==> src/rtl/multicycle_controller_pkg.sv <==
// Shared constants for the MIPS-lite multicycle controller: opcodes, ALU codes,
// state encoding, the control word and the decode-stage dispatch.
package multicycle_controller_pkg;

    localparam int ALU_OP_W = 3;

    typedef enum logic [3:0] {
        S_FETCH  = 4'd0,
        S_DECODE = 4'd1,
        S_EXEC   = 4'd2,
        S_ALUWB  = 4'd3,
        S_ADDR   = 4'd4,
        S_MEM    = 4'd5,
        S_LDWB   = 4'd6,
        S_BRANCH = 4'd7,
        S_JUMP   = 4'd8,
        S_TRAP   = 4'd9
    } state_t;

    localparam logic [5:0] OP_RTYPE = 6'h00;
    localparam logic [5:0] OP_JAL   = 6'h03;
    localparam logic [5:0] OP_BEQ   = 6'h04;
    localparam logic [5:0] OP_ORI   = 6'h0D;
    localparam logic [5:0] OP_XORI  = 6'h0E;
    localparam logic [5:0] OP_LW    = 6'h23;
    localparam logic [5:0] OP_SW    = 6'h2B;

    localparam logic [ALU_OP_W-1:0] ALU_ADD   = 3'b000;
    localparam logic [ALU_OP_W-1:0] ALU_SUB   = 3'b001;
    localparam logic [ALU_OP_W-1:0] ALU_OR    = 3'b010;
    localparam logic [ALU_OP_W-1:0] ALU_RTYPE = 3'b011;
    localparam logic [ALU_OP_W-1:0] ALU_XOR   = 3'b100;

    typedef struct packed {
        logic                mem_req;
        logic                mem_we;
        logic                iord;
        logic                ir_write;
        logic                pc_write;
        logic [1:0]          pc_src;
        logic                alu_src_a;
        logic [1:0]          alu_src_b;
        logic [ALU_OP_W-1:0] alu_op;
        logic                extend_op;
        logic [1:0]          reg_dst;
        logic [1:0]          write_reg_mux;
        logic                reg_write;
    } ctrl_t;

    // Uses the live opcode: op_q only becomes valid after DECODE.
    function automatic state_t dispatch(input logic [5:0] op, input bit trap_on_illegal);
        case (op)
            OP_RTYPE, OP_ORI, OP_XORI: dispatch = S_EXEC;
            OP_LW, OP_SW:              dispatch = S_ADDR;
            OP_BEQ:                    dispatch = S_BRANCH;
            OP_JAL:                    dispatch = S_JUMP;
            default:                   dispatch = trap_on_illegal ? S_TRAP : S_FETCH;
        endcase
    endfunction

endpackage

==> src/rtl/multicycle_controller_decode.sv <==
// Combinational control-word map from {state, op_q, zero, mem_ready};
// stall and reset gating are applied by the parent.
module mc_ctrl_decode
    import multicycle_controller_pkg::*;
(
    input  state_t     state,
    input  logic [5:0] op_q,
    input  logic       zero,
    input  logic       mem_ready,
    output ctrl_t      ctrl
);

    always_comb begin
        ctrl = '0;
        case (state)
            S_FETCH: begin
                ctrl.mem_req   = 1'b1;
                ctrl.alu_src_b = 2'd1;
                ctrl.alu_op    = ALU_ADD;
                ctrl.ir_write  = mem_ready;
                ctrl.pc_write  = mem_ready;
            end
            S_DECODE: begin
                ctrl.alu_src_b = 2'd3;
                ctrl.extend_op = 1'b1;
                ctrl.alu_op    = ALU_ADD;
            end
            S_EXEC: begin
                ctrl.alu_src_a = 1'b1;
                if (op_q == OP_RTYPE) begin
                    ctrl.alu_op = ALU_RTYPE;
                end else begin
                    ctrl.alu_src_b = 2'd2;
                    ctrl.alu_op    = (op_q == OP_XORI) ? ALU_XOR : ALU_OR;
                end
            end
            S_ALUWB: begin
                ctrl.reg_write = 1'b1;
                ctrl.reg_dst   = (op_q == OP_RTYPE) ? 2'd1 : 2'd0;
            end
            S_ADDR: begin
                ctrl.alu_src_a = 1'b1;
                ctrl.alu_src_b = 2'd2;
                ctrl.extend_op = 1'b1;
                ctrl.alu_op    = ALU_ADD;
            end
            S_MEM: begin
                ctrl.mem_req = 1'b1;
                ctrl.iord    = 1'b1;
                ctrl.mem_we  = (op_q == OP_SW);
            end
            S_LDWB: begin
                ctrl.reg_write     = 1'b1;
                ctrl.write_reg_mux = 2'd1;
            end
            S_BRANCH: begin
                ctrl.alu_src_a = 1'b1;
                ctrl.alu_op    = ALU_SUB;
                ctrl.pc_write  = zero;
                ctrl.pc_src    = 2'd1;
            end
            S_JUMP: begin
                ctrl.pc_write      = 1'b1;
                ctrl.pc_src        = 2'd2;
                ctrl.reg_write     = 1'b1;
                ctrl.reg_dst       = 2'd2;
                ctrl.write_reg_mux = 2'd2;
            end
            default: ;
        endcase
    end

endmodule

==> src/rtl/multicycle_controller.sv <==
// Multicycle sequencer for the MIPS-lite datapath. Holds state, op_q and the
// sticky illegal flag; strobes are decoded from state by mc_ctrl_decode.
module multicycle_controller
    import multicycle_controller_pkg::*;
#(
    parameter int ALU_OP_LENGTH   = 3,
    parameter bit TRAP_ON_ILLEGAL = 1'b1
) (
    input  logic                     clk,
    input  logic                     rst_n,
    input  logic [5:0]               op,
    input  logic                     zero,
    input  logic                     stall,
    input  logic                     mem_ready,
    output logic                     mem_req,
    output logic                     mem_we,
    output logic                     iord,
    output logic                     ir_write,
    output logic                     pc_write,
    output logic [1:0]               pc_src,
    output logic                     alu_src_a,
    output logic [1:0]               alu_src_b,
    output logic [ALU_OP_LENGTH-1:0] alu_op,
    output logic                     extend_op,
    output logic [1:0]               reg_dst,
    output logic [1:0]               write_reg_mux,
    output logic                     reg_write,
    output logic                     illegal,
    output logic [3:0]               state_o
);

    state_t     state;
    logic [5:0] op_q;
    logic       illegal_q;
    logic       hold;
    ctrl_t      ctrl_raw;
    ctrl_t      ctrl;

    // FETCH and MEM ignore stall so an open memory handshake is never broken.
    assign hold = stall && (state != S_FETCH) && (state != S_MEM);

    always_ff @(posedge clk) begin
        if (!rst_n) begin
            state     <= S_FETCH;
            op_q      <= '0;
            illegal_q <= 1'b0;
        end else if (!hold) begin
            case (state)
                S_FETCH:  if (mem_ready) state <= S_DECODE;
                S_DECODE: begin
                    op_q  <= op;
                    state <= dispatch(op, TRAP_ON_ILLEGAL);
                    if (dispatch(op, TRAP_ON_ILLEGAL) == S_TRAP) illegal_q <= 1'b1;
                end
                S_EXEC:   state <= S_ALUWB;
                S_ALUWB:  state <= S_FETCH;
                S_ADDR:   state <= S_MEM;
                S_MEM:    if (mem_ready) state <= (op_q == OP_LW) ? S_LDWB : S_FETCH;
                S_LDWB:   state <= S_FETCH;
                S_BRANCH: state <= S_FETCH;
                S_JUMP:   state <= S_FETCH;
                S_TRAP:   state <= S_TRAP;
                default:  state <= S_FETCH;
            endcase
        end
    end

    mc_ctrl_decode u_decode (
        .state     (state),
        .op_q      (op_q),
        .zero      (zero),
        .mem_ready (mem_ready),
        .ctrl      (ctrl_raw)
    );

    // Reset is synchronous, so outputs are masked directly while rst_n is low.
    always_comb begin
        ctrl = ctrl_raw;
        if (hold) begin
            ctrl.pc_write  = 1'b0;
            ctrl.ir_write  = 1'b0;
            ctrl.reg_write = 1'b0;
            ctrl.mem_req   = 1'b0;
            ctrl.mem_we    = 1'b0;
        end
        if (!rst_n) ctrl = '0;
    end

    assign mem_req       = ctrl.mem_req;
    assign mem_we        = ctrl.mem_we;
    assign iord          = ctrl.iord;
    assign ir_write      = ctrl.ir_write;
    assign pc_write      = ctrl.pc_write;
    assign pc_src        = ctrl.pc_src;
    assign alu_src_a     = ctrl.alu_src_a;
    assign alu_src_b     = ctrl.alu_src_b;
    assign alu_op        = ALU_OP_LENGTH'(ctrl.alu_op);
    assign extend_op     = ctrl.extend_op;
    assign reg_dst       = ctrl.reg_dst;
    assign write_reg_mux = ctrl.write_reg_mux;
    assign reg_write     = ctrl.reg_write;
    assign illegal       = rst_n & illegal_q;
    assign state_o       = rst_n ? 4'(state) : 4'd0;

endmodule

==> config.mk <==
export PLATFORM = sky130hd
export DESIGN_NAME = multicycle_controller
export DESIGN_NICKNAME = d
export VERILOG_FILES = /design/src/rtl/multicycle_controller_pkg.sv /design/src/rtl/multicycle_controller_decode.sv /design/src/rtl/multicycle_controller.sv
export SDC_FILE = /design/constraint.sdc
export NUM_CORES = 1
export LEC_CHECK = 0
export BUFFER_PORTS_ARGS = -buffer_cell sky130_fd_sc_hd__buf_2
export CAP_MARGIN = 30
export CORE_MARGIN = 2
export CORE_UTILIZATION = 50
export DETAILED_ROUTE_END_ITERATION = 10
export GPL_ROUTABILITY_DRIVEN = 0
export PLACE_DENSITY_LB_ADDON = 0.15
export SETUP_SLACK_MARGIN = 0.05
export SLEW_MARGIN = 20
export SYNTH_ARGS = -nofsm -noshare
export SYNTH_HDL_FRONTEND = slang
export SYNTH_SLANG_ARGS = --single-unit
==> constraint.sdc <==
create_clock -name clk -period 1.75 [get_ports clk]
set_clock_uncertainty 0.2 [all_clocks]
set_input_delay 0.2625 -clock clk [delete_from_list [all_inputs] [get_ports clk]]
set_output_delay 0.2625 -clock clk [all_outputs]
set_load 0.02 [all_outputs]
Word-level counts from Yosys, hierarchy flattened
Index checks and enable logic that the tools add are counted.
Cells by class
  add/sub/neg operators: 0
  divide/modulo/power cells: 0
  shift-type cells: 0
  muxes and demuxes: 29
  order comparisons: 0
  equal/unequal tests: 22
  bitwise gates (word level): 2
  reduce and logical (&&, ||, !) cells: 15
  $mul: 0
Operators with widths (count)
  $eq 6x6->1 const B: 4
  $mux 4: 6
  $pmux 4 s6: 1
  $mux 19: 1
  $eq 6x4->1 const B: 3
  $eq 4x3->1 const B: 4
  $pmux 4 s4: 1
  $eq 4x4->1 const B: 3
  $logic_not 6->1: 2
  $pmux 2 s2: 3
  $mux 3: 3
  $reduce_or 3->1: 3
  $eq 4x2->1 const B: 2
  $mux 2: 4
  $pmux 2 s4: 1
  $mux 1: 7
  $eq 6x2->1 const B: 1
  $eq 6x3->1 const B: 1
  $pmux 3 s2: 1
  $reduce_and 3->1: 2
  $reduce_or 2->1: 3
  $eq 4x1->1 const B: 1
  $logic_not 4->1: 1
  $ne 2x2->1 const B: 2
  7 further kinds: 8
Word-level totals
  output and inout bits: 24
  bits in read-only memories: 0
  bits in registers: 11
  memories kept: 0
  bits in writable memories: 0
  bits in latches: 0
  word-level logic and storage cells: 71

Longest topological paths before layout
Gate-level depths: netlist of the first run.
  word-level depth: 8
  gate-level depth with buffers: 5
  depth with buffers taken out: 4

Hierarchy
From an unflattened synthesis of the first run, not the netlist that was laid out.
Second synthesis, totals
  cell total of the unflattened synthesis: 148
  area, all modules: 1104.8 um^2
By module, submodules not included
  multicycle_controller: cells an instance 103, sequential area each 220.2 um^2, area an instance 828.3 um^2, times used 1
  mc_ctrl_decode: cells an instance 45, sequential area each 0.0 um^2, area an instance 276.5 um^2, times used 1

Worst setup path before layout of the first run
Ideal clock, no wire load.
  path type: register -> output
  start: register state[1]
  end: output port alu_op[1]
  path slack: -325 ps
  cell stages (with the launch flop): 4
  buffers on the path: 1
  data required time: 1287 ps
  arrival time: 1612 ps
  cells stage by stage: dfxtp_1 clkbuf_1 nand2_1 nor4b_1
On the way
  longest elaborated chain between the ends: 3
  elaborated cells between the ends (all ways): 4
  classes of those cells: eq/ne: 2; mux: 2
RTL lines
  start, declared: RTL line multicycle_controller.sv:32  | state_t state;
  start signal, assigned: RTL line multicycle_controller.sv:52  | state <= dispatch(op, TRAP_ON_ILLEGAL);
  start signal, assigned: RTL line multicycle_controller.sv:58  | S_MEM: if (mem_ready) state <= (op_q == OP_LW) ? S_LDWB : S_FETCH;
  $eq 4x3->1 / $eq 4x2->1 (equally long branches): RTL line multicycle_controller_decode.sv:15  | case (state)
  $pmux 3 s2 (*): RTL line multicycle_controller_decode.sv:15
  $mux 19 (*): RTL line multicycle_controller.sv:86  | if (!rst_n) ctrl = '0;
  end, declared: RTL line multicycle_controller.sv:23  | output logic [ALU_OP_LENGTH-1:0] alu_op,
Mark *: on every way between the ends. The rest lies on a longest branch, timed or not.

Worst setup path after layout of the first run
  start: register state[1]
  end: output port alu_src_b[1]
On the way
  longest elaborated chain between the ends: 3
  elaborated cells between the ends (all ways): 6
  classes of those cells: eq/ne: 3; mux: 2; reduce/logical: 1
RTL lines
  $eq 4x3->1, or another cell as far along: RTL line multicycle_controller_decode.sv:15
  $pmux 2 s4 (*): RTL line multicycle_controller_decode.sv:15
  $mux 19 (*): RTL line multicycle_controller.sv:86
  end, declared: RTL line multicycle_controller.sv:22  | output logic [1:0] alu_src_b,
Marks and branches as above.

==> impl_summary.log, run 1 <==
INFO  metric clk_latency = around 0.27 ns
INFO  metric synthToLayoutAreaGrowth = 71.07%
INFO  metric drc_viols = 0
INFO  metric place.port_buffers = 34
INFO  metric clock_root_buffer_master = sky130_fd_sc_hd__clkbuf_4
INFO  metric sw_frac_of_total = approximately 45%
INFO  metric drv_cap = 0
INFO  metric post_synth_num_cell_types = 52
INFO  metric rsz_0062_raised_after_global_routing = yes
INFO  metric layout_cell_share_with_drive_strength_beyond_1 = 53.05%
INFO  metric worst_tran_pin_value = ~0.33 ns
INFO  metric wl_per_cell = around 21 microns
INFO  metric internal_dissipation = around 1100 uW
INFO  metric synth_seq_cells = 11
INFO  metric hold_viol = 0
INFO  metric placement.setup.worst_slack = approximately 0.04 ns
INFO  metric layout_common_cells = sky130_fd_sc_hd__buf_4 (39), sky130_fd_sc_hd__nor2_1 (18), sky130_fd_sc_hd__buf_2 (16), sky130_fd_sc_hd__buf_6 (8)
INFO  metric worst_ep_arrival_time = ~1.7 ns
INFO  metric total_leakage_power = slightly below 0.0008 uW
INFO  metric grt_remaining_overflow = 0
INFO  metric drt_wl_total = around 5100 microns
INFO  metric ant_nets = 0
INFO  metric first_drt_iteration_drcs = 100
INFO  metric comb_power_share = between 70% and 80%
INFO  metric grt_max_degree = 13
INFO  metric globalRouteTotalUtil = between 30% and 40%
INFO  metric dieHeight = between 50 and 60 microns
INFO  metric placed_area = approximately 0.0014 sq mm
INFO  metric finalSetupViolCount = 20
INFO  metric timing.final.crit_period = roughly 2.2 ns
INFO  metric die_area = around 0.0026 sq mm
INFO  metric fmax = roughly 0.45 GHz
INFO  metric synthCells = approximately 160
INFO  metric ctsHoldBuffers = 0
INFO  metric timing_worst_setup_path_type = flop to primary output
INFO  metric synth_top_flop_cell = sky130_fd_sc_hd__dfxtp_1
INFO  metric post_drt_via_cell_ratio = approximately 6.7
INFO  metric cp_max_fo = 7
INFO  metric launching_element_type_of_the_critical_path = flop
INFO  metric fin_util = around 93%
INFO  metric power.share.clock = roughly a tenth
INFO  metric cts_made_buffers = 3
INFO  metric core_region_area = between 0.002 and 0.0025 sq mm
INFO  metric critical_path_required = around 1.3 ns
INFO  metric netlist_area = between 0.001 and 0.0015 sq mm
INFO  metric post_synth_edffs = 0
INFO  metric timing.slew.headroom = roughly four fifths
INFO  metric grt_antenna_before_repair = 0
INFO  metric postLayoutSetupSlackWorst = -0.4572 ns
INFO  metric post_dp_hpwl = 2629 microns
INFO  metric report.power.total = 1903 uW
INFO  metric netSwitchingPower = between 800 and 900 uW
INFO  metric grt_pass1_wl = about 6200 microns
INFO  metric top_level_ports = 35
INFO  metric worst_setup_hold_path_clk_slew = about 0.08 ns
INFO  metric grt_pass1_vias = between 1000 and 1500
INFO  metric final-max-slew-violation-count = 0
INFO  metric layout.cells.most_common = sky130_fd_sc_hd__buf_4
INFO  metric hp_class = input pin to flop
INFO  metric via_count = roughly 1600
INFO  metric irDropWorstVdd = 0.9260 mV
INFO  metric postSynth.asyncResetShare = 0%
INFO  metric layout.cell_area.non_filler = around 0.0019 sq mm
INFO  metric synth.net_count = ~170
INFO  metric ys_seq_area_share = a little over 20%
INFO  metric die_width = 50.69 microns
INFO  metric clockBufferDepth = 2
INFO  metric rows = 16
INFO  metric outcome = complete, but fails checks
INFO  metric drt_pass1_iterations = 5
INFO  metric power_density = around 1000 mW/mm^2
INFO  metric worst_setup_path_end_kind = primary output
INFO  metric ys_warn_count = 0
INFO  metric syn-mean-instance-area = roughly 7.0 sq um
INFO  metric violations_in_the_final_reports = setup timing
INFO  metric tritoncts_clock_tree = yes
INFO  metric num_antenna_cells = 0
INFO  metric pwr-share-seq = between 20 and 25%
INFO  metric finalNetCount = around 230
INFO  metric cts_htree_levels = 1
INFO  metric cts.sink_count = 11
INFO  metric fillCellCount = 66
INFO  metric initial_standard_cell_utilization_of_the_core = around 54%
INFO  metric final.period_utilization = 126.1%
## power by group through the flow
| stage | clock network, uW | logic, uW | registers [uW] |
|---|---|---|---|
| 3_5_place_dp | 0 | 843 | 351 |
| 6_report | 181 | 1340 | 382 |
| 2_1_floorplan | 0 | 592 | 320 |
| 4_1_cts | 179 | 996 | 369 |
| 5_1_grt | 194 | 1390 | 388 |
| 3_3_place_gp | 0 | 821 | 348 |
## registers in the layout, summed over array words and instances (netlist names)
signal     cells
state          4
illegal_q      1
op_q           6
## worst max-delay path, cell delays in order (launching register included)
cell and delay [ns]:
sky130_fd_sc_hd__dfxtp_4 0.39, sky130_fd_sc_hd__buf_6 0.10, sky130_fd_sc_hd__nand2b_1 0.09, sky130_fd_sc_hd__a31oi_1 0.27, sky130_fd_sc_hd__o21bai_1 0.16, sky130_fd_sc_hd__a21oi_1 0.27, sky130_fd_sc_hd__buf_4 0.19
## path summary, 6_finish.rpt
check | from | endpoint | slack [ns] | depth (start not counted)
worst max-delay path | state[1]$_SDFFE_PN0P_ | alu_src_b[1] | -0.46 | 6
worst min register to register | illegal_q$_SDFFE_PN0P_ | illegal_q$_SDFFE_PN0P_ | 0.32 | 2
worst max register to register | state[2]$_SDFFE_PN0P_ | state[3]$_SDFFE_PN0P_ | -0.05 | 6
worst min-delay path | op[1] | op_q[1]$_SDFFE_PN0P_ | 0.13 | 3
## cells by family after synthesis
family | share of synthesized area (%)
compound gates | 23.65
mux | 6.430
flops | 20.21
buf+inv | 8.265
xor+xnor | 2.411
simple gates | 39.04
## layer usage
| layer | vias up | wire (microns) | GRT usage (%) | part of all wire (%) |
|---|---|---|---|---|
| li1 | 692 | - | - | - |
| met1 | 750 | 1841 | 36.76 | 36 |
| met2 | 134 | 2526 | 60.09 | 49 |
| met3 | 34 | 431 | 2.083 | 8.4 |
| met4 | 0 | 319 | 13.96 | 6.2 |
| met5 | - | 0 | 0 | 0 |
## layout make-up
class,count,area (sq um),area share [%]
clock buffer,4,26.28,1.409
inverter,5,18.77,1.007
multi-input combinational,125,987.2,52.95
sequential,11,240.2,12.89
tap,27,33.78,1.812
timing repair buffer,68,558.0,29.93
## stage by stage
stage | hold WS [ns] | setup TNS, ns | std cells
global route | 0.1472 | -3.965 | 240
CTS | 0.07496 | -1.050 | 229
detailed placement | 0.3112 | 0 | 222
finish | 0.1258 | -2.757 | 240
floorplan | 0.2097 | 0 | 156
global placement | 0.3007 | 0 | 222
## synthesized netlist by cell type (2+ instances only)
master                      number  area (sq um)
sky130_fd_sc_hd__nor2_1         27         101.4
sky130_fd_sc_hd__dfxtp_1        11         220.2
sky130_fd_sc_hd__nand2_1        10         37.54
sky130_fd_sc_hd__mux2i_1         7         70.07
sky130_fd_sc_hd__nor4_1          7         43.79
sky130_fd_sc_hd__buf_2           6         30.03
sky130_fd_sc_hd__clkbuf_1        6         22.52
sky130_fd_sc_hd__a21oi_1         5         25.02
sky130_fd_sc_hd__and2_1          4         25.02
sky130_fd_sc_hd__inv_1           4         15.01
sky130_fd_sc_hd__o21ai_0         4         20.02
sky130_fd_sc_hd__a211oi_1        3         22.52
sky130_fd_sc_hd__a22oi_1         3         22.52
sky130_fd_sc_hd__nand2b_1        3         18.77
sky130_fd_sc_hd__nand3_1         3         15.01
sky130_fd_sc_hd__nand3b_1        3         22.52
sky130_fd_sc_hd__nor2b_1         3         18.77
sky130_fd_sc_hd__nor3_1          3         15.01
sky130_fd_sc_hd__or2_2           3         18.77
sky130_fd_sc_hd__a31oi_1         2         12.51
sky130_fd_sc_hd__and3_1          2         12.51
sky130_fd_sc_hd__buf_4           2         15.01
sky130_fd_sc_hd__nand4_1         2         12.51
sky130_fd_sc_hd__o2111ai_1       2         17.52
sky130_fd_sc_hd__o21a_1          2         15.01
sky130_fd_sc_hd__o22ai_1         2         12.51
sky130_fd_sc_hd__xnor2_1         2         17.52
## what timing repair did
action	4_1_cts	5_1_grt
endpoints found under the setup margin	22	27
hold endpoints to repair	0	0
pin swaps	8	15
cloned	0	0
gates resized for setup	54	24
setup buffers	3	11
Note: power is estimated with default switching activity, not from simulation.
==> inputs of run 2 (changes only) <==
- TNS_END_PERCENT: unset -> 1
==> run 2 against run 1 <==
Compared with the run above:
- the flow still finishes with violations (setup timing)
- total power is 16% lower
- final area is 8.1% lower
- global-route usage is 3.4 points lower
- critical path depth is 1 lower
- clock power is 2% higher
- sequential share of layout area is 0.99 points higher
==> impl_summary.log, run 2 (same netlist as run 1, synthesis figures left out) <==
INFO  metric postLayoutSetupSlackWorst = -0.2256 ns (was -0.4572 ns)
INFO  metric drt_wl_total = 4298 microns (was 5119 microns)
INFO  metric tritoncts_clock_tree = yes (unchanged)
INFO  metric post_drt_via_cell_ratio = 6.375 (was 6.708)
INFO  metric worst_setup_path_end_kind = primary output (unchanged)
INFO  metric ctsHoldBuffers = 0 (unchanged)
INFO  metric slowest_stage = sky130_fd_sc_hd__dfxtp_4 (unchanged)
INFO  metric finalSetupViolCount = 19 (was 20)
INFO  metric ff2ff_setup_slack = 0.05 ns (was -0.05 ns)
INFO  metric drt_pass1_iterations = 5 (unchanged)
INFO  metric cts_made_buffers = 3 (unchanged)
INFO  metric drt-met1-wl = 1599 microns (was 1841 microns)
INFO  metric launching_element_type_of_the_critical_path = flop (unchanged)
INFO  metric clock_root_buffer_master = sky130_fd_sc_hd__clkbuf_4 (unchanged)
INFO  metric fillCellCount = 120 (was 66)
INFO  metric rsz_0062_raised_after_global_routing = yes (unchanged)
INFO  metric violations_in_the_final_reports = setup timing (unchanged)
INFO  metric met3WireLength = 367 microns (was 431 microns)
INFO  metric critical_path_required = 1.29 ns (about the same)
INFO  metric total_leakage_power = 0.0007305 uW (was 0.0007959 uW)
INFO  metric die_area = 0.002569 sq mm (unchanged)
INFO  metric layout_cell_share_with_drive_strength_beyond_1 = 50.24% (was 53.05%)
INFO  metric clockBufferDepth = 2 (unchanged)
INFO  metric post-place-cells = 220 (was 222)
INFO  metric cp_max_fo = 6 (was 7)
INFO  metric cts.sink_count = 11 (unchanged)
INFO  metric critical_path.cell_chain = or2_4, nor2_4, a22oi_2, nor3_2, buf_4 (was buf_6, nand2b_1, a31oi_1, o21bai_1, a21oi_1, buf_4)
INFO  metric wl_per_cell = 18.53 microns (was 21.33 microns)
INFO  metric clk_latency = 0.29 ns (was 0.27 ns)
INFO  metric worst_tran_pin_value = 0.4294 ns (was 0.3259 ns)
INFO  metric cp.buffers_inverters = 1 (was 2)
INFO  metric grt_max_degree = 12 (was 13)
INFO  metric finalNetCount = 217 (was 225)
INFO  metric placement.setup.worst_slack = 0.006756 ns (was 0.04010 ns)
INFO  metric timing_worst_setup_path_type = flop to primary output (unchanged)
INFO  metric critical-path-max-stage-delay = 0.37 ns (was 0.39 ns)
INFO  metric globalRouteTotalUtil = 28.60% (was 32.00%)
INFO  metric top_level_ports = 35 (unchanged)
INFO  metric synthToLayoutAreaGrowth = 57.18% (was 71.07%)
INFO  metric via_count = 1479 (was 1610)
INFO  metric cp_top_family = simple AND/OR/NAND/NOR gates (was compound AO/OA/AOI/OAI gates)
INFO  metric final-max-slew-violation-count = 0 (unchanged)
INFO  metric ant_nets = 0 (unchanged)
INFO  metric dr_wl_met2 = 2156 microns (was 2526 microns)
INFO  metric worst_setup_hold_path_clk_slew = 0.07 ns (was 0.08 ns)
INFO  metric grt_remaining_overflow = 0 (unchanged)
INFO  metric core_region_area = 0.002002 sq mm (unchanged)
INFO  metric layout.cells.most_common = sky130_fd_sc_hd__buf_4 (unchanged)
INFO  metric grt_pass1_wl = 5630 microns (was 6244 microns)
INFO  metric fmax = 0.5062 GHz (was 0.4531 GHz)
INFO  metric timing.slew.headroom = 71.20% (was 78.07%)
INFO  metric worst_ep_arrival_time = 1.51 ns (was 1.74 ns)
INFO  metric hp_class = input pin to flop (unchanged)
INFO  metric dieHeight = 50.69 microns (unchanged)
INFO  metric timing.final.crit_period = 1.976 ns (was 2.207 ns)
INFO  metric grt_pass1_vias = 1240 (was 1330)
INFO  metric topRoutingLayerUsed = met4 (unchanged)
INFO  metric first_drt_iteration_drcs = 68 (was 100)
INFO  metric cts_htree_levels = 1 (unchanged)
INFO  metric initial_standard_cell_utilization_of_the_core = 54.44% (unchanged)
INFO  metric place.port_buffers = 34 (unchanged)
INFO  metric power_density = 933.8 mW/mm^2 (was 1021 mW/mm^2)
INFO  metric post_dp_hpwl = 2454 microns (was 2629 microns)
INFO  metric outcome = complete, but fails checks (unchanged)
INFO  metric largest_register_ff_count = 6 (unchanged)
INFO  metric layout_top_registers = op_q: 6 flops, state: 4 flops, illegal_q: 1 flops (unchanged)
INFO  metric drv_cap = 0 (unchanged)
INFO  metric hold_viol = 0 (unchanged)
INFO  metric drc_viols = 0 (unchanged)
INFO  metric layout_common_cells = sky130_fd_sc_hd__buf_4 (32), sky130_fd_sc_hd__nor2_1 (20), sky130_fd_sc_hd__buf_2 (18), sky130_fd_sc_hd__nand2_1 (8), sky130_fd_sc_hd__buf_6 (8) (was sky130_fd_sc_hd__buf_4 (39), sky130_fd_sc_hd__nor2_1 (18), sky130_fd_sc_hd__buf_2 (16), sky130_fd_sc_hd__buf_6 (8))
INFO  metric regMostFlops = op_q (unchanged)
INFO  metric die_width = 50.69 microns (unchanged)
INFO  metric final.period_utilization = 112.9% (was 126.1%)
INFO  metric num_antenna_cells = 0 (unchanged)
INFO  metric grt_antenna_before_repair = 0 (unchanged)
INFO  metric rows = 16 (unchanged)
INFO  metric irDropWorstVdd = 0.6208 mV (was 0.9260 mV)
INFO  metric fin_cells = 232 (was 240)
run 2: cell types whose count changed in the layout (fill, tap and decap cells not counted), moves of 2 or more:
cell                      previous run  this run
sky130_fd_sc_hd__and2_4              2         0
sky130_fd_sc_hd__buf_12              4         1
sky130_fd_sc_hd__buf_2              16        18
sky130_fd_sc_hd__buf_4              39        32
sky130_fd_sc_hd__dfxtp_1             3         5
sky130_fd_sc_hd__dfxtp_2             4         2
sky130_fd_sc_hd__nor2_1             18        20
sky130_fd_sc_hd__nor2_2              4         2
sky130_fd_sc_hd__nor2b_2             0         2
sky130_fd_sc_hd__nor4_2              0         2
sky130_fd_sc_hd__nor4_4              3         1
run 2: repair_timing:
| item | in CTS | in global routing |
|---|---|---|
| endpoints found under the setup margin | 31 | 28 |
| pin swaps | 5 | 14 |
| resized for setup | 36 | 31 |
| buffers inserted | 5 | 4 |
| hold endpoints to repair | 0 | 0 |
run 2: per-stage QoR:
| stage | hold WS [ns] | util (%) | instance area (sq um) | setup TNS [ns] | total power, uW |
|---|---|---|---|---|---|
| floorplan | 0.2097 | - | 1124 | -0.6104 | 890.8 |
| detailed placement | 0.3270 | 70.06 | 1403 | 0 | 1162 |
| global route | 0.1594 | 85.56 | 1713 | -2.776 | 1665 |
| finish | 0.1065 | 85.56 | 1713 | -2.303 | 1600 |
| global placement | 0.3278 | 70.06 | 1403 | 0 | 1149 |
| CTS | 0.1114 | 77.94 | 1560 | -1.253 | 1439 |
run 2: worst paths after layout:
check | endpoint | from | cells after the start
setup / recovery | reg_write | state[1]$_SDFFE_PN0P_ | 5
setup reg to reg | state[1]$_SDFFE_PN0P_ | state[3]$_SDFFE_PN0P_ | 5
hold / removal | op_q[2]$_SDFFE_PN0P_ | op[2] | 3
hold reg to reg | illegal_q$_SDFFE_PN0P_ | illegal_q$_SDFFE_PN0P_ | 2
run 2: layout make-up:
| cell class | instances | area, sq um | share of cell area [%] |
|---|---|---|---|
| Multi-Input combinational cell | 125 | 948.4 | 55.37 |
| Clock buffer | 4 | 26.28 | 1.534 |
| Inverter | 5 | 18.77 | 1.096 |
| Tap cell | 27 | 33.78 | 1.972 |
| Sequential cell | 11 | 237.7 | 13.88 |
| Timing Repair Buffer | 60 | 447.9 | 26.15 |
run 2: where the power goes:
group | switching, uW | total (uW) | internal [uW]
Combinational | 552 | 1020 | 472
Clock | 96.6 | 185 | 88.8
Sequential | 88.0 | 391 | 303
run 2: tightest hold or removal path: cells and delay by family:
| family | cells | cell delay (ns) |
|---|---|---|
| buffers and inverters | 1 | 0.13 |
| multiplexers | 1 | 0.08 |
| AND/OR/NAND/NOR | 1 | 0.07 |
run 2: metal layers:
metal	track usage, %	vias up
met5	0	-
met4	8.108	0
met3	3.571	22
met2	52.19	106
met1	34.79	684
li1	-	667
==> inputs of run 3 (changes only) <==
- CORE_UTILIZATION: 50 -> 45
- clock period: 1.75 -> 1.65 ns (I/O delays scaled with it)
==> run 3 against run 2 <==
Compared with the run above:
- the run still ends with setup timing left
- sequential cell count stayed put
- core utilization is 6.3 points lower
- via count is 1.4% lower
- non-clock buffer count is 8 higher
- critical path depth stayed put
- routed wire length is 8.6% lower
- largest power group unchanged
==> impl_summary.log, run 3 (same netlist as run 1, synthesis figures left out) <==
INFO  metric cts.sink_count = 11 (unchanged)
INFO  metric largest_register_ff_count = 6 (unchanged)
INFO  metric total_leakage_power = 0.0007737 uW (was 0.0007305 uW)
INFO  metric globalRouteTotalUtil = 28.62% (was 28.60%)
INFO  metric fin_cells = 241 (was 232)
INFO  metric post_dp_hpwl = 2784 microns (was 2454 microns)
INFO  metric clock_root_buffer_master = sky130_fd_sc_hd__clkbuf_4 (unchanged)
INFO  metric hp-start = op[2] (unchanged)
INFO  metric final-max-slew-violation-count = 0 (unchanged)
INFO  metric critical_path.reg2reg.endpoint = state[1]$_SDFFE_PN0P_ (unchanged)
INFO  metric hold_viol = 0 (unchanged)
INFO  metric timing.final.crit_period = approximately 1.9 ns
INFO  metric cp.buffers_inverters = 2 (was 1)
INFO  metric dieHeight = 53.21 microns (was 50.69 microns)
INFO  metric layout_top_registers = op_q: 6 flops, state: 4 flops, illegal_q: 1 flops (unchanged)
INFO  metric grt_remaining_overflow = 0 (unchanged)
INFO  metric die_width = 53.21 microns (was 50.69 microns)
INFO  metric timing.slew.headroom = 69.99% (was 71.20%)
INFO  metric via_count = 1458 (was 1479)
INFO  metric outcome = complete, but fails checks (unchanged)
INFO  metric grt_pass1_wl = 5968 microns (was 5630 microns)
INFO  metric area_of_the_multi_input_gates = 962.2 sq um (was 948.4 sq um)
INFO  metric fin_util = 79.25% (was 85.56%)
INFO  metric critical_path_required = 1.20 ns (was 1.29 ns)
INFO  metric irDropWorstVdd = 0.7901 mV (was 0.6208 mV)
INFO  metric grt_pass1_vias = 1280 (was 1240)
INFO  metric wl_per_cell = 16.30 microns (was 18.53 microns)
INFO  metric startpoint_of_the_worst_register_to_register_path = state[3]$_SDFFE_PN0P_ (unchanged)
INFO  metric regMostFlops = op_q (unchanged)
INFO  metric slowest_stage = sky130_fd_sc_hd__dfxtp_4 (unchanged)
INFO  metric hold_end = op_q[2]$_SDFFE_PN0P_ (unchanged)
INFO  metric drt_wl_total = 3928 microns (was 4298 microns)
INFO  metric worst_setup_path_end_kind = primary output (unchanged)
INFO  metric layout.cell_area.non_filler = 0.001787 sq mm (was 0.001713 sq mm)
INFO  metric clockBufferDepth = 2 (unchanged)
INFO  metric worst_tran_pin_value = 0.4460 ns (was 0.4294 ns)
INFO  metric launching_element_type_of_the_critical_path = flop (unchanged)
INFO  metric finalNetCount = 225 (was 217)
INFO  metric post-place-cells = 232 (was 220)
INFO  metric clk_latency = 0.26 ns (was 0.29 ns)
INFO  metric power_density = 964.6 mW/mm^2 (was 933.8 mW/mm^2)
INFO  metric postLayoutSetupSlackWorst = -0.2601 ns (was -0.2256 ns)
INFO  metric top_level_ports = 35 (unchanged)
INFO  metric fmax = around 0.52 GHz
INFO  metric rr_worst_depth = 5 (unchanged)
INFO  metric regArea = 236.5 sq um (was 237.7 sq um)
INFO  metric critical-path-max-stage-delay = 0.38 ns (was 0.37 ns)
INFO  metric layout.cells.most_common = sky130_fd_sc_hd__buf_4 (unchanged)
INFO  metric synthToLayoutAreaGrowth = 63.95% (was 57.18%)
INFO  metric finalSetupViolCount = 20 (was 19)
INFO  metric core_region_area = 0.002255 sq mm (was 0.002002 sq mm)
INFO  metric drc_viols = 0 (unchanged)
INFO  metric critical_path.cell_chain = buf_4, nor2_1, o32ai_2, and3_4, buf_4 (was or2_4, nor2_4, a22oi_2, nor3_2, buf_4)
INFO  metric rsz_0062_raised_after_global_routing = yes (unchanged)
INFO  metric critical-path-top-cell-by-count = sky130_fd_sc_hd__buf_4
INFO  metric tritoncts_clock_tree = yes (unchanged)
INFO  metric hold-path-cell-count = 3 (unchanged)
INFO  metric layout_cell_share_with_drive_strength_beyond_1 = 53.05% (was 50.24%)
INFO  metric place.port_buffers = 34 (unchanged)
INFO  metric worst_setup_hold_path_clk_slew = 0.07 ns (about the same)
INFO  metric ant_nets = 0 (unchanged)
INFO  metric fillCellCount = 146 (was 120)
INFO  metric violations_in_the_final_reports = setup timing (unchanged)
INFO  metric timing_worst_setup_path_type = flop to primary output (unchanged)
INFO  metric die_area = 0.002831 sq mm (was 0.002569 sq mm)
INFO  metric worst_ep_arrival_time = 1.46 ns (was 1.51 ns)
INFO  metric rows = 17 (was 16)
INFO  metric grt_max_degree = 11 (was 12)
INFO  metric placed_area = 0.001539 sq mm (was 0.001403 sq mm)
INFO  metric layout_common_cells = sky130_fd_sc_hd__buf_4 (41), sky130_fd_sc_hd__nor2_1 (18), sky130_fd_sc_hd__buf_2 (18), sky130_fd_sc_hd__nand2_1 (8), sky130_fd_sc_hd__buf_6 (8) (was sky130_fd_sc_hd__buf_4 (32), sky130_fd_sc_hd__nor2_1 (20), sky130_fd_sc_hd__buf_2 (18), sky130_fd_sc_hd__nand2_1 (8), sky130_fd_sc_hd__buf_6 (8))
INFO  metric hp_class = input pin to flop (unchanged)
INFO  metric num_antenna_cells = 0 (unchanged)
INFO  metric cp_top_family = flip-flops (was simple AND/OR/NAND/NOR gates)
INFO  metric grt_antenna_before_repair = 0 (unchanged)
INFO  metric drv_cap = 0 (unchanged)
INFO  metric cts_made_buffers = 3 (unchanged)
INFO  metric post_drt_via_cell_ratio = 6.050 (was 6.375)
INFO  metric initial_standard_cell_utilization_of_the_core = 48.34% (was 54.44%)
INFO  metric cp_max_fo = 6 (unchanged)
INFO  metric final.period_utilization = 115.8%
INFO  metric first_drt_iteration_drcs = 73 (was 68)
INFO  metric ff2ff_setup_slack = -0.02 ns (was 0.05 ns)
INFO  metric drt_pass1_iterations = 4 (was 5)
INFO  metric cts_htree_levels = 1 (unchanged)
==> run 3: per-stage QoR <==
| stage | power, uW | hold slack [ns] | setup WS, ns | setup TNS, ns |
|---|---|---|---|---|
| 2_1_floorplan | 1000 | 0.1947 | -0.01584 | -0.01756 |
| 3_3_place_gp | 1309 | 0.2985 | -0.007707 | -0.007707 |
| 3_5_place_dp | 1329 | 0.3193 | -0.05920 | -0.1406 |
| 4_1_cts | 1612 | 0.07246 | -0.2347 | -3.008 |
| 5_1_grt | 1811 | 0.09449 | -0.2834 | -3.940 |
| 6_report | 1723 | 0.06610 | -0.2601 | -2.703 |
==> run 3: final cells by class <==
type,count,area share (%)
repair buffers,68,28.43
multi-input cells,125,53.85
flip-flops and latches,11,13.24
inverters,5,1.050
well taps,28,1.961
clock buffers,4,1.471
==> run 3: worst min-delay path: cells and delay by family <==
kind,cells,cell delay (ns)
multiplexers,1,0.07
AND/OR/NAND/NOR,1,0.07
buffers and inverters,1,0.11
==> run 3: worst max-delay path by stage <==
stage | start | slack (ns) | endpoint | cells past startpoint
6_report | state[3]$_SDFFE_PN0P_ | -0.26 | pc_write | 5
5_1_grt | state[0]$_SDFFE_PN0P_ | -0.28 | alu_src_a | 6
4_1_cts | state[0]$_SDFFE_PN0P_ | -0.23 | alu_op[0] | 5
3_5_place_dp | state[2]$_SDFFE_PN0P_ | -0.06 | pc_write | 4
3_3_place_gp | state[0]$_SDFFE_PN0P_ | -0.008 | alu_op[0] | 5
2_1_floorplan | state[3]$_SDFFE_PN0P_ | -0.02 | pc_write | 4
==> run 3: layer usage <==
| layer | GRT usage, % | part of all wire, % |
|---|---|---|
| met1 | 34.19 | 40 |
| met4 | 9.402 | 0.74 |
| met2 | 51.65 | 52 |
| met3 | 3.955 | 6.9 |
| met5 | 0 | 0 |
==> run 3: where the power goes <==
group          total [uW]  internal [uW]  switching [uW]  leakage, uW
clock                 178           93.4            84.2    0.0000150
sequential            395            320            75.0    0.0000930
combinational        1150            542             609     0.000666
==> run 3: what timing repair did <==
action | CTS | global route
pin swaps | 4 | 6
gates resized for setup | 29 | 28
hold buffers | 0 | 0
setup endpoints to repair | 34 | 34
setup buffers | 3 | 2
